[config.mk]
export PLATFORM = sky130hd
export DESIGN_NAME = tile_spawn_ctrl
export DESIGN_NICKNAME = d
export VERILOG_FILES = /design/src/rtl/tile_spawn_ctrl.sv
export SDC_FILE = /design/constraint.sdc
export NUM_CORES = 1
export LEC_CHECK = 0
export ABC_AREA = 1
export CAP_MARGIN = 25
export CORE_MARGIN = 2
export CORE_UTILIZATION = 56
export DETAILED_ROUTE_END_ITERATION = 10
export PLACE_DENSITY_LB_ADDON = 0.25
export SKIP_LAST_GASP = 1
export SLEW_MARGIN = 5
export SYNTH_ARGS = -nofsm -noshare
export SYNTH_HDL_FRONTEND = slang
export SYNTH_SLANG_ARGS = --single-unit
export TNS_END_PERCENT = 5
[constraint.sdc]
create_clock -name clk -period 3.13 [get_ports clk]
set_clock_uncertainty 0.2 [all_clocks]
set_input_delay 0.7825 -clock clk [delete_from_list [all_inputs] [get_ports clk]]
set_output_delay 0.7825 -clock clk [all_outputs]
set_load 0.02 [all_outputs]
[src/rtl/tile_spawn_ctrl.sv]
`default_nettype none
// ============================================================================
// Module   : tile_spawn_ctrl
// Brief    : Picks an empty 2048 board cell (LFSR start + linear probe) and
//            drives the fill handshake. Optional macro SPAWN_SEED_LOAD_EN adds
//            a runtime LFSR seed load (seed_load / seed_in).
// Revision : 1.0
// ============================================================================
module tile_spawn_ctrl #(
    parameter logic [15:0] SEED    = 16'hACE1,
    parameter int          TIMEOUT = 16
) (
    input  logic        clk,
    input  logic        rst_n,
    input  logic        spawn_req,
    input  logic [79:0] cell_all,
`ifdef SPAWN_SEED_LOAD_EN
    input  logic        seed_load,
    input  logic [15:0] seed_in,
`endif
    output logic [3:0]  random_pos,
    output logic [5:0]  random_prob,
    output logic        fill_start,
    input  logic        calc_done,
    output logic        spawn_done,
    output logic        board_full,
    output logic        busy,
    output logic        timeout_err
);

    localparam logic [15:0] c_seed  = (SEED == 16'h0000) ? 16'h0001 : SEED;
    localparam int          c_cnt_w = $clog2(TIMEOUT + 1);

    localparam logic [2:0] c_idle  = 3'd0;
    localparam logic [2:0] c_full  = 3'd1;
    localparam logic [2:0] c_pick  = 3'd2;
    localparam logic [2:0] c_issue = 3'd3;
    localparam logic [2:0] c_wait  = 3'd4;
    localparam logic [2:0] c_done  = 3'd5;

    logic [2:0]         state_q;
    logic [2:0]         state_d;
    logic [15:0]        lfsr_q;
    logic [15:0]        lfsr_d;
    logic [79:0]        board_q;
    logic [3:0]         pos_q;
    logic [5:0]         prob_q;
    logic [3:0]         out_pos_q;
    logic [5:0]         out_prob_q;
    logic [c_cnt_w-1:0] cnt_q;
    logic               board_full_q;
    logic               timeout_err_q;

    logic [15:0]        w_in_empty;
    logic [15:0]        w_q_empty;
    logic [15:0]        w_lfsr_shift;
    logic               w_board_full;
    logic               w_pick_empty;
    logic               w_timeout;

    generate
        for (genvar gi = 0; gi < 16; gi++) begin : g_cells
            assign w_in_empty[gi] = (cell_all[5*gi +: 5] == 5'd0);
            assign w_q_empty[gi]  = (board_q[5*gi +: 5] == 5'd0);
        end
    endgenerate

    assign w_board_full = ~|w_in_empty;
    assign w_pick_empty = w_q_empty[pos_q];
    assign w_timeout    = (cnt_q == c_cnt_w'(TIMEOUT - 1));
    assign w_lfsr_shift = {lfsr_q[14:0], lfsr_q[15] ^ lfsr_q[13] ^ lfsr_q[12] ^ lfsr_q[10]};

`ifdef SPAWN_SEED_LOAD_EN
    // A zero seed would lock the LFSR, so it is forced to 1.
    assign lfsr_d = seed_load ? ((seed_in == 16'h0000) ? 16'h0001 : seed_in) : w_lfsr_shift;
`else
    assign lfsr_d = w_lfsr_shift;
`endif

    always_ff @(posedge clk) begin
        if (!rst_n) begin
            state_q <= c_idle;
        end else begin
            state_q <= state_d;
        end
    end

    always_comb begin
        state_d = state_q;
        case (state_q)
            c_idle: begin
                if (spawn_req) begin
                    state_d = w_board_full ? c_full : c_pick;
                end
            end
            c_full:  state_d = c_idle;
            c_pick: begin
                if (w_pick_empty) begin
                    state_d = c_issue;
                end
            end
            c_issue: state_d = c_wait;
            c_wait: begin
                if (calc_done || w_timeout) begin
                    state_d = c_done;
                end
            end
            c_done:  state_d = c_idle;
            default: state_d = c_idle;
        endcase
    end

    always_comb begin
        busy       = (state_q != c_idle);
        fill_start = (state_q == c_issue);
        spawn_done = (state_q == c_full) || (state_q == c_done);
    end

    always_ff @(posedge clk) begin
        if (!rst_n) begin
            lfsr_q        <= c_seed;
            board_q       <= '0;
            pos_q         <= '0;
            prob_q        <= '0;
            out_pos_q     <= '0;
            out_prob_q    <= '0;
            cnt_q         <= '0;
            board_full_q  <= 1'b0;
            timeout_err_q <= 1'b0;
        end else begin
            lfsr_q <= lfsr_d;
            case (state_q)
                c_idle: begin
                    if (spawn_req) begin
                        board_q       <= cell_all;
                        timeout_err_q <= 1'b0;
                        if (w_board_full) begin
                            board_full_q <= 1'b1;
                        end else begin
                            pos_q  <= lfsr_q[3:0];
                            prob_q <= lfsr_q[9:4];
                        end
                    end
                end
                c_pick: begin
                    // Outputs are loaded here so they are already valid while fill_start is high.
                    if (w_pick_empty) begin
                        out_pos_q  <= pos_q;
                        out_prob_q <= prob_q;
                    end else begin
                        pos_q <= pos_q + 4'd1;
                    end
                end
                c_issue: begin
                    board_full_q <= 1'b0;
                    cnt_q        <= '0;
                end
                c_wait: begin
                    if (!calc_done) begin
                        if (w_timeout) begin
                            timeout_err_q <= 1'b1;
                        end else begin
                            cnt_q <= cnt_q + 1'b1;
                        end
                    end
                end
                default: begin
                end
            endcase
        end
    end

    assign random_pos  = out_pos_q;
    assign random_prob = out_prob_q;
    assign board_full  = board_full_q;
    assign timeout_err = timeout_err_q;

endmodule
`default_nettype wire

==> impl_metrics.csv, run 1 <==
group,metric,value,unit
cts,cts_resized,0,
critical_path,cp.required,2.15,ns
floorplan,die-area,10200,um2
detailed_routing,vias,4967,
finish,areaGrowthSynthToFinish,30.0,%
detailed_routing,drt-total-wl,12500,um
synth,ys_types,34,
hold_path,holdPathStages,1,
synth,syn_area,5240,um2
synth,synth_top_cell_by_area,"dfxtp_1",
detailed_routing,wl_per_cell,13.5,um
global_route,grtUsageTotal,0.262,
floorplan,num_rows,35,
floorplan,initial_utilization,0.573,
sta,setup_viol,0,
floorplan,fp.dieH,101,um
cts,cts.reportedPaths.clkPinSlew,0.06,ns
global_route,grt_max_degree,57,
critical_path,startpoint,"state_q[1]$_SDFFE_PN0P_",
synth,synth_edf_count,0,
power_and_ir_drop,power_density,713,nW/um2
cts,clock-root-buffer,"clkbuf_8",
synth,synth_ff_type,"dfxtp_1",
critical_path,reg2regPathDepth,11,
synth,ys_seq_area_frac,0.481,
placed_design,postPlaceCellArea,6240,um2
synth,synth_fp_nets,802,
floorplan,core-area,9150,um2
placed_design,io_buffers,98,
cts,cts-hold-fix-buffers,0,
sta,setup_tns,0,ns
finish,fin_area,6820,um2
critical_path,critPathMaxFanout,3,
critical_path,r2r_end,"pos_q[3]$_SDFFE_PN0P_",
floorplan,die_x,101,um
critical_path,crit_type,"reg2out",
synth,async_flop_share,0,
sta,worst_pin_slew,0.644,ns
critical_path,rrSetupSlack,1.00,ns
global_route,grt_pass1_vias,4887,
synth,syn_inst,715,
sta,fin_crit_sh,0.924,
critical_path,path_cells,"inv_1 -> nor3_2 -> clkdlybuf4s50_1",
finish,drive_gt1_frac,0.0821,
global_route,gr-total-overflow,0,
floorplan,ios,99,
synth,synthTopCellsByArea,"dfxtp_1 48%, nor2_1 13%, o21ai_0 8.5%",
placed_design,routabilityCongestion,0.807,
finish,multi_input_area,2300,um2
synth,ys_ff_latch,126,
finish,diodes,0,
sta,relSlewSlack,0.570,
cts,cts_tree,"done",
sta,max_freq,0.346,GHz
hold_path,min_to,"lfsr_q[15]$_SDFF_PN1_",
cts,cts.sinks,126,
sta,min_period,2.89,ns
sta,fin_hold_ws,0.211,ns
synth,synth_top_area_share,0.481,
hold_path,hold_path.class,"reg2reg",
cts,cts_buffers,17,
detailed_routing,antenna_left,0,
detailed_routing,drt-initial-drc-count,282,
finish,nNetsFinal,892,
status,outcome,"finished, final reports clean",
synth,synth_common_cells,"187 x nor2_1, 126 x dfxtp_1, 89 x o21ai_0, 72 x nand2_1, 57 x inv_1",
cts,htree_num_levels,4,
sta,final-hold-violation-count,0,
synth,post-synth-top-count-cell,"nor2_1",
detailed_routing,drc,0,
critical_path,crit_slowest_cell,"clkdlybuf4s50_1",
hold_path,hp-start,"lfsr_q[14]$_SDFF_PN0_",
critical_path,r2r_start,"pos_q[0]$_SDFFE_PN0P_",
detailed_routing,first_pass_iters,5,
cts,clock_latency,0.52,ns
critical_path,cpPeakStageDelay,0.66,ns
sta,rsz0062_at_grt,"no",
synth,synth_area_per_cell,7.33,um2
critical_path,endpoint_kind,"output port",
detailed_routing,drt-vias-per-instance,5.36,
critical_path,cp.arrival,1.91,ns
global_route,antenna_found_initial,0,
power_and_ir_drop,p_leak,2.87,nW
finish,fillers,701,
synth,ys_warn_count,0,
power_and_ir_drop,vdd_drop_max,0.000322,V
job,drv_cap,0,
cts,cts_setup_buffers,0,
placed_design,dp_hpwl,8600,um
finish,seq_area,2520,um2
sta,slew_violations,0,
global_route,grt_pass1_wl,21200,um
cts,cts_buffer_depth,2,
critical_path,cp-start-kind,"flip-flop",
[metal layers]
layer | track usage | up-vias | wire [um] | part of all wire
met1 | 0.318 | 2306 | 5460 | 0.44
li1 | - | 2481 | - | -
met4 | 0.0980 | 0 | 211 | 0.017
met2 | 0.449 | 159 | 6080 | 0.49
met5 | 0 | - | 0 | 0
met3 | 0.0645 | 21 | 724 | 0.058
[worst max-delay path, delay by kind of cell (launching register included)]
family | cells | cell delay, ns
flops | 1 | 0.37
simple gates | 1 | 0.27
buf+inv | 2 | 0.76
[registers in the layout, indices dropped and copies added (netlist names)]
signal and flops:
random_prob 6, state_q 3, lfsr_q 16, board_full 1, pos_q 4, cnt_q 5
timeout_err 1, random_pos 4, board_q 80, prob_q 6
[cells in the final DEF (no fill, tap or decap), types with 5 or more instances in the layout]
| cell | count |
|---|---|
| clkdlybuf4s50_1 | 97 |
| nand3b_1 | 12 |
| dfxtp_1 | 126 |
| o21ai_1 | 9 |
| inv_1 | 57 |
| nor2_2 | 7 |
| inv_2 | 6 |
| o21ai_0 | 89 |
| buf_4 | 5 |
| a21oi_1 | 50 |
| nand3_1 | 27 |
| clkinvlp_4 | 6 |
| clkbuf_16 | 16 |
| nand2_1 | 72 |
| nor3_1 | 8 |
| nor2_1 | 187 |
[metrics by stage]
stage | setup WS [ns] | cells | util | total power [W]
4_1_cts | 0.109 | 927 | 0.744 | 0.00486
5_1_grt | 0.127 | 927 | 0.745 | 0.00510
6_report | 0.237 | 927 | 0.745 | 0.00486
2_1_floorplan | 1.09 | 715 | - | 0.00265
3_5_place_dp | 0.366 | 897 | 0.682 | 0.00298
3_3_place_gp | 0.403 | 897 | 0.682 | 0.00294
[worst max-delay path by stage]
stage                       endpoint  slack, ns  cells past startpoint
6_report                  fill_start       0.24                      3
5_1_grt                   fill_start       0.13                      3
4_1_cts                   fill_start       0.11                      3
3_5_place_dp   pos_q[0]$_SDFFE_PN0P_       0.37                     12
3_3_place_gp   pos_q[3]$_SDFFE_PN0P_       0.40                     12
2_1_floorplan             fill_start       1.09                      2
[power breakdown]
group / internal, W / switching [W] / total, W / leakage (nW)
clock: 0.00120 / 0.000687 / 0.00188 / 0.258
sequential: 0.00183 / 0.000120 / 0.00195 / 1.04
combinational: 0.000394 / 0.000629 / 0.00102 / 1.57
total: 0.00342 / 0.00143 / 0.00486 / 2.87
[kinds of logic after synthesis]
logic type                 count (synthesis)  synth area share
xor gates and xnor gates                   3           0.00501
AOI/OAI and AO/OA                        153             0.149
and+or+nand+nor                          331             0.277
buffers and inverters                     99            0.0814
DFF                                      126             0.481
adders and majority gates                  3           0.00716
[cell type report]
cell class,instances,share of cell area
inverters,66,0.0373
flip-flops and latches,126,0.370
repair buffers,104,0.152
well taps,111,0.0204
clock buffers,19,0.0619
clock inverters,11,0.0213
multi-input cells,490,0.337
(Power assumes the default switching activity.)
==> inputs of run 2 (changes only) <==
- CORE_UTILIZATION: 56 -> 50
==> run 2 against run 1 <==
  * Die area rose by 12%
  * Critical path depth did not move
  * Wire length rose by 1.4%
  * Sequential cell count did not move
  * Count of clock-buffer cells in the layout rose by 2
  * Combinational power barely moved
  * Power rose by 2.8%
  * Hold slack got worse by 0.00084 ns
  * Critical endpoint unchanged
  * Clock power rose by 7%
==> impl_metrics.csv, run 2 (same netlist as run 1, synthesis figures left out) <==
group,metric,value,unit
finish,fillers,880,
cts,htree_num_levels,4,
floorplan,ios,99,
critical_path,reg2regPathDepth,11,
power_and_ir_drop,power_density,725,nW/um2
placed_design,postPlaceCellArea,6280,um2
sta,final-hold-violation-count,0,
finish,multi_input_area,2290,um2
critical_path,startpoint,"state_q[1]$_SDFFE_PN0P_",
detailed_routing,drt-total-wl,12600,um
global_route,antenna_found_initial,0,
floorplan,die_x,106,um
floorplan,fp.dieH,106,um
finish,final_cell_mix,"187 x nor2_1, 126 x dfxtp_1, 97 x clkdlybuf4s50_1",
critical_path,cp-start-kind,"flip-flop",
sta,rsz0062_at_grt,"no",
critical_path,r2r_end,"pos_q[3]$_SDFFE_PN0P_",
finish,largest_register_ffs,80,
sta,setup_tns,0,ns
detailed_routing,antenna_left,0,
critical_path,endpoint_kind,"output port",
critical_path,r2r_start,"pos_q[0]$_SDFFE_PN0P_",
global_route,grtUsageTotal,0.230,
placed_design,routabilityCongestion,0.848,
cts,cts.sinks,126,
finish,fin_area,6890,um2
hold_path,hold_path.class,"reg2reg",
status,outcome,"finished, final reports clean",
finish,regMostFlops,"board_q",
critical_path,crit_type,"reg2out",
finish,seq_area,2520,um2
placed_design,dp_hpwl,8560,um
power_and_ir_drop,vdd_drop_max,0.000415,V
sta,slew_violations,0,
cts,cts_resized,0,
sta,relSlewSlack,0.561,
cts,cts.reportedPaths.clkPinSlew,0.06,ns
global_route,use_met3,0.0601,
global_route,grt_pass1_wl,21000,um
detailed_routing,vias,4857,
cts,clock-root-buffer,"clkbuf_8",
cts,cts_buffer_depth,2,
sta,fin_crit_sh,0.958,
global_route,grt_busiest_layer,"met2",
floorplan,core-area,10200,um2
critical_path,cp.required,2.15,ns
cts,clock_latency,0.52,ns
finish,diodes,0,
global_route,use_met2,0.397,
finish,reg_top3,"board_q (80), lfsr_q (16)",
sta,setup_viol,0,
global_route,grt_max_degree,66,
finish,areaGrowthSynthToFinish,31.4,%
sta,min_period,3.00,ns
critical_path,endpoint,"fill_start",
floorplan,initial_utilization,0.513,
global_route,gr-total-overflow,0,
power_and_ir_drop,p_leak,2.92,nW
finish,final_common_cell,"nor2_1",
detailed_routing,drc,0,
critical_path,cp.arrival,2.01,ns
detailed_routing,first_pass_iters,5,
cts,cts_setup_buffers,0,
global_route,grt_pass1_vias,4710,
placed_design,io_buffers,98,
floorplan,num_rows,37,
job,drv_cap,0,
sta,worst_pin_slew,0.658,ns
finish,nNetsFinal,894,
detailed_routing,drt-initial-drc-count,280,
finish,drive_gt1_frac,0.0854,
critical_path,critPathMaxFanout,3,
floorplan,die-area,11300,um2
global_route,grt_use_met1,0.284,
detailed_routing,wl_per_cell,13.2,um
cts,cts-hold-fix-buffers,0,
sta,max_freq,0.334,GHz
cts,cts_buffers,17,
critical_path,rrSetupSlack,0.79,ns
detailed_routing,drt-vias-per-instance,5.08,
cts,cts_tree,"done",
-- run 2: how the worst min path moves through the flow --
stage                               start               endpoint  slack, ns  cells after the start
global placement    lfsr_q[14]$_SDFF_PN0_  lfsr_q[15]$_SDFF_PN1_       0.20                      1
CTS                 lfsr_q[14]$_SDFF_PN0_  lfsr_q[15]$_SDFF_PN1_       0.21                      1
global route        lfsr_q[14]$_SDFF_PN0_  lfsr_q[15]$_SDFF_PN1_       0.22                      1
finish              lfsr_q[14]$_SDFF_PN0_  lfsr_q[15]$_SDFF_PN1_       0.21                      1
detailed placement  lfsr_q[14]$_SDFF_PN0_  lfsr_q[15]$_SDFF_PN1_       0.20                      1
floorplan           lfsr_q[11]$_SDFF_PN1_  lfsr_q[12]$_SDFF_PN0_       0.19                      2
-- run 2: power breakdown --
group / internal (W) / leakage, nW / switching (W) / total, W
combinational: 0.000392 / 1.58 / 0.000626 / 0.00102
sequential: 0.00183 / 1.04 / 0.000122 / 0.00195
clock: 0.00133 / 0.298 / 0.000693 / 0.00202
total: 0.00356 / 2.92 / 0.00144 / 0.00500
-- run 2: per-layer routing --
metal  share of wire  vias up
met3           0.060       14
met1            0.45     2217
met4          0.0098        0
met2            0.48      145
met5               0        -
li1                -     2481
-- run 2: worst max-delay path, stage by stage, from the launching register on --
cell	delay, ns
dfxtp_1	0.36
inv_1	0.10
nor3_1	0.36
clkdlybuf4s50_1	0.68
-- run 2: metrics by stage --
stage / total power, W / setup slack [ns] / util / hold WS (ns) / cells
3_5_place_dp: 0.00298 / 0.302 / 0.614 / 0.202 / 924
5_1_grt: 0.00524 / 0.0365 / 0.673 / 0.216 / 956
4_1_cts: 0.00500 / 0.121 / 0.673 / 0.211 / 956
3_3_place_gp: 0.00295 / 0.385 / 0.614 / 0.197 / 924
2_1_floorplan: 0.00265 / 1.09 / - / 0.190 / 715
6_report: 0.00500 / 0.133 / 0.673 / 0.210 / 956
-- run 2: layout make-up --
cell class              count  share of cell area
clock buffers              21              0.0652
repair buffers            106               0.150
flip-flops and latches    126               0.366
multi-input cells         490               0.333
inverters                  66              0.0369
well taps                 136              0.0247
clock inverters            11              0.0238
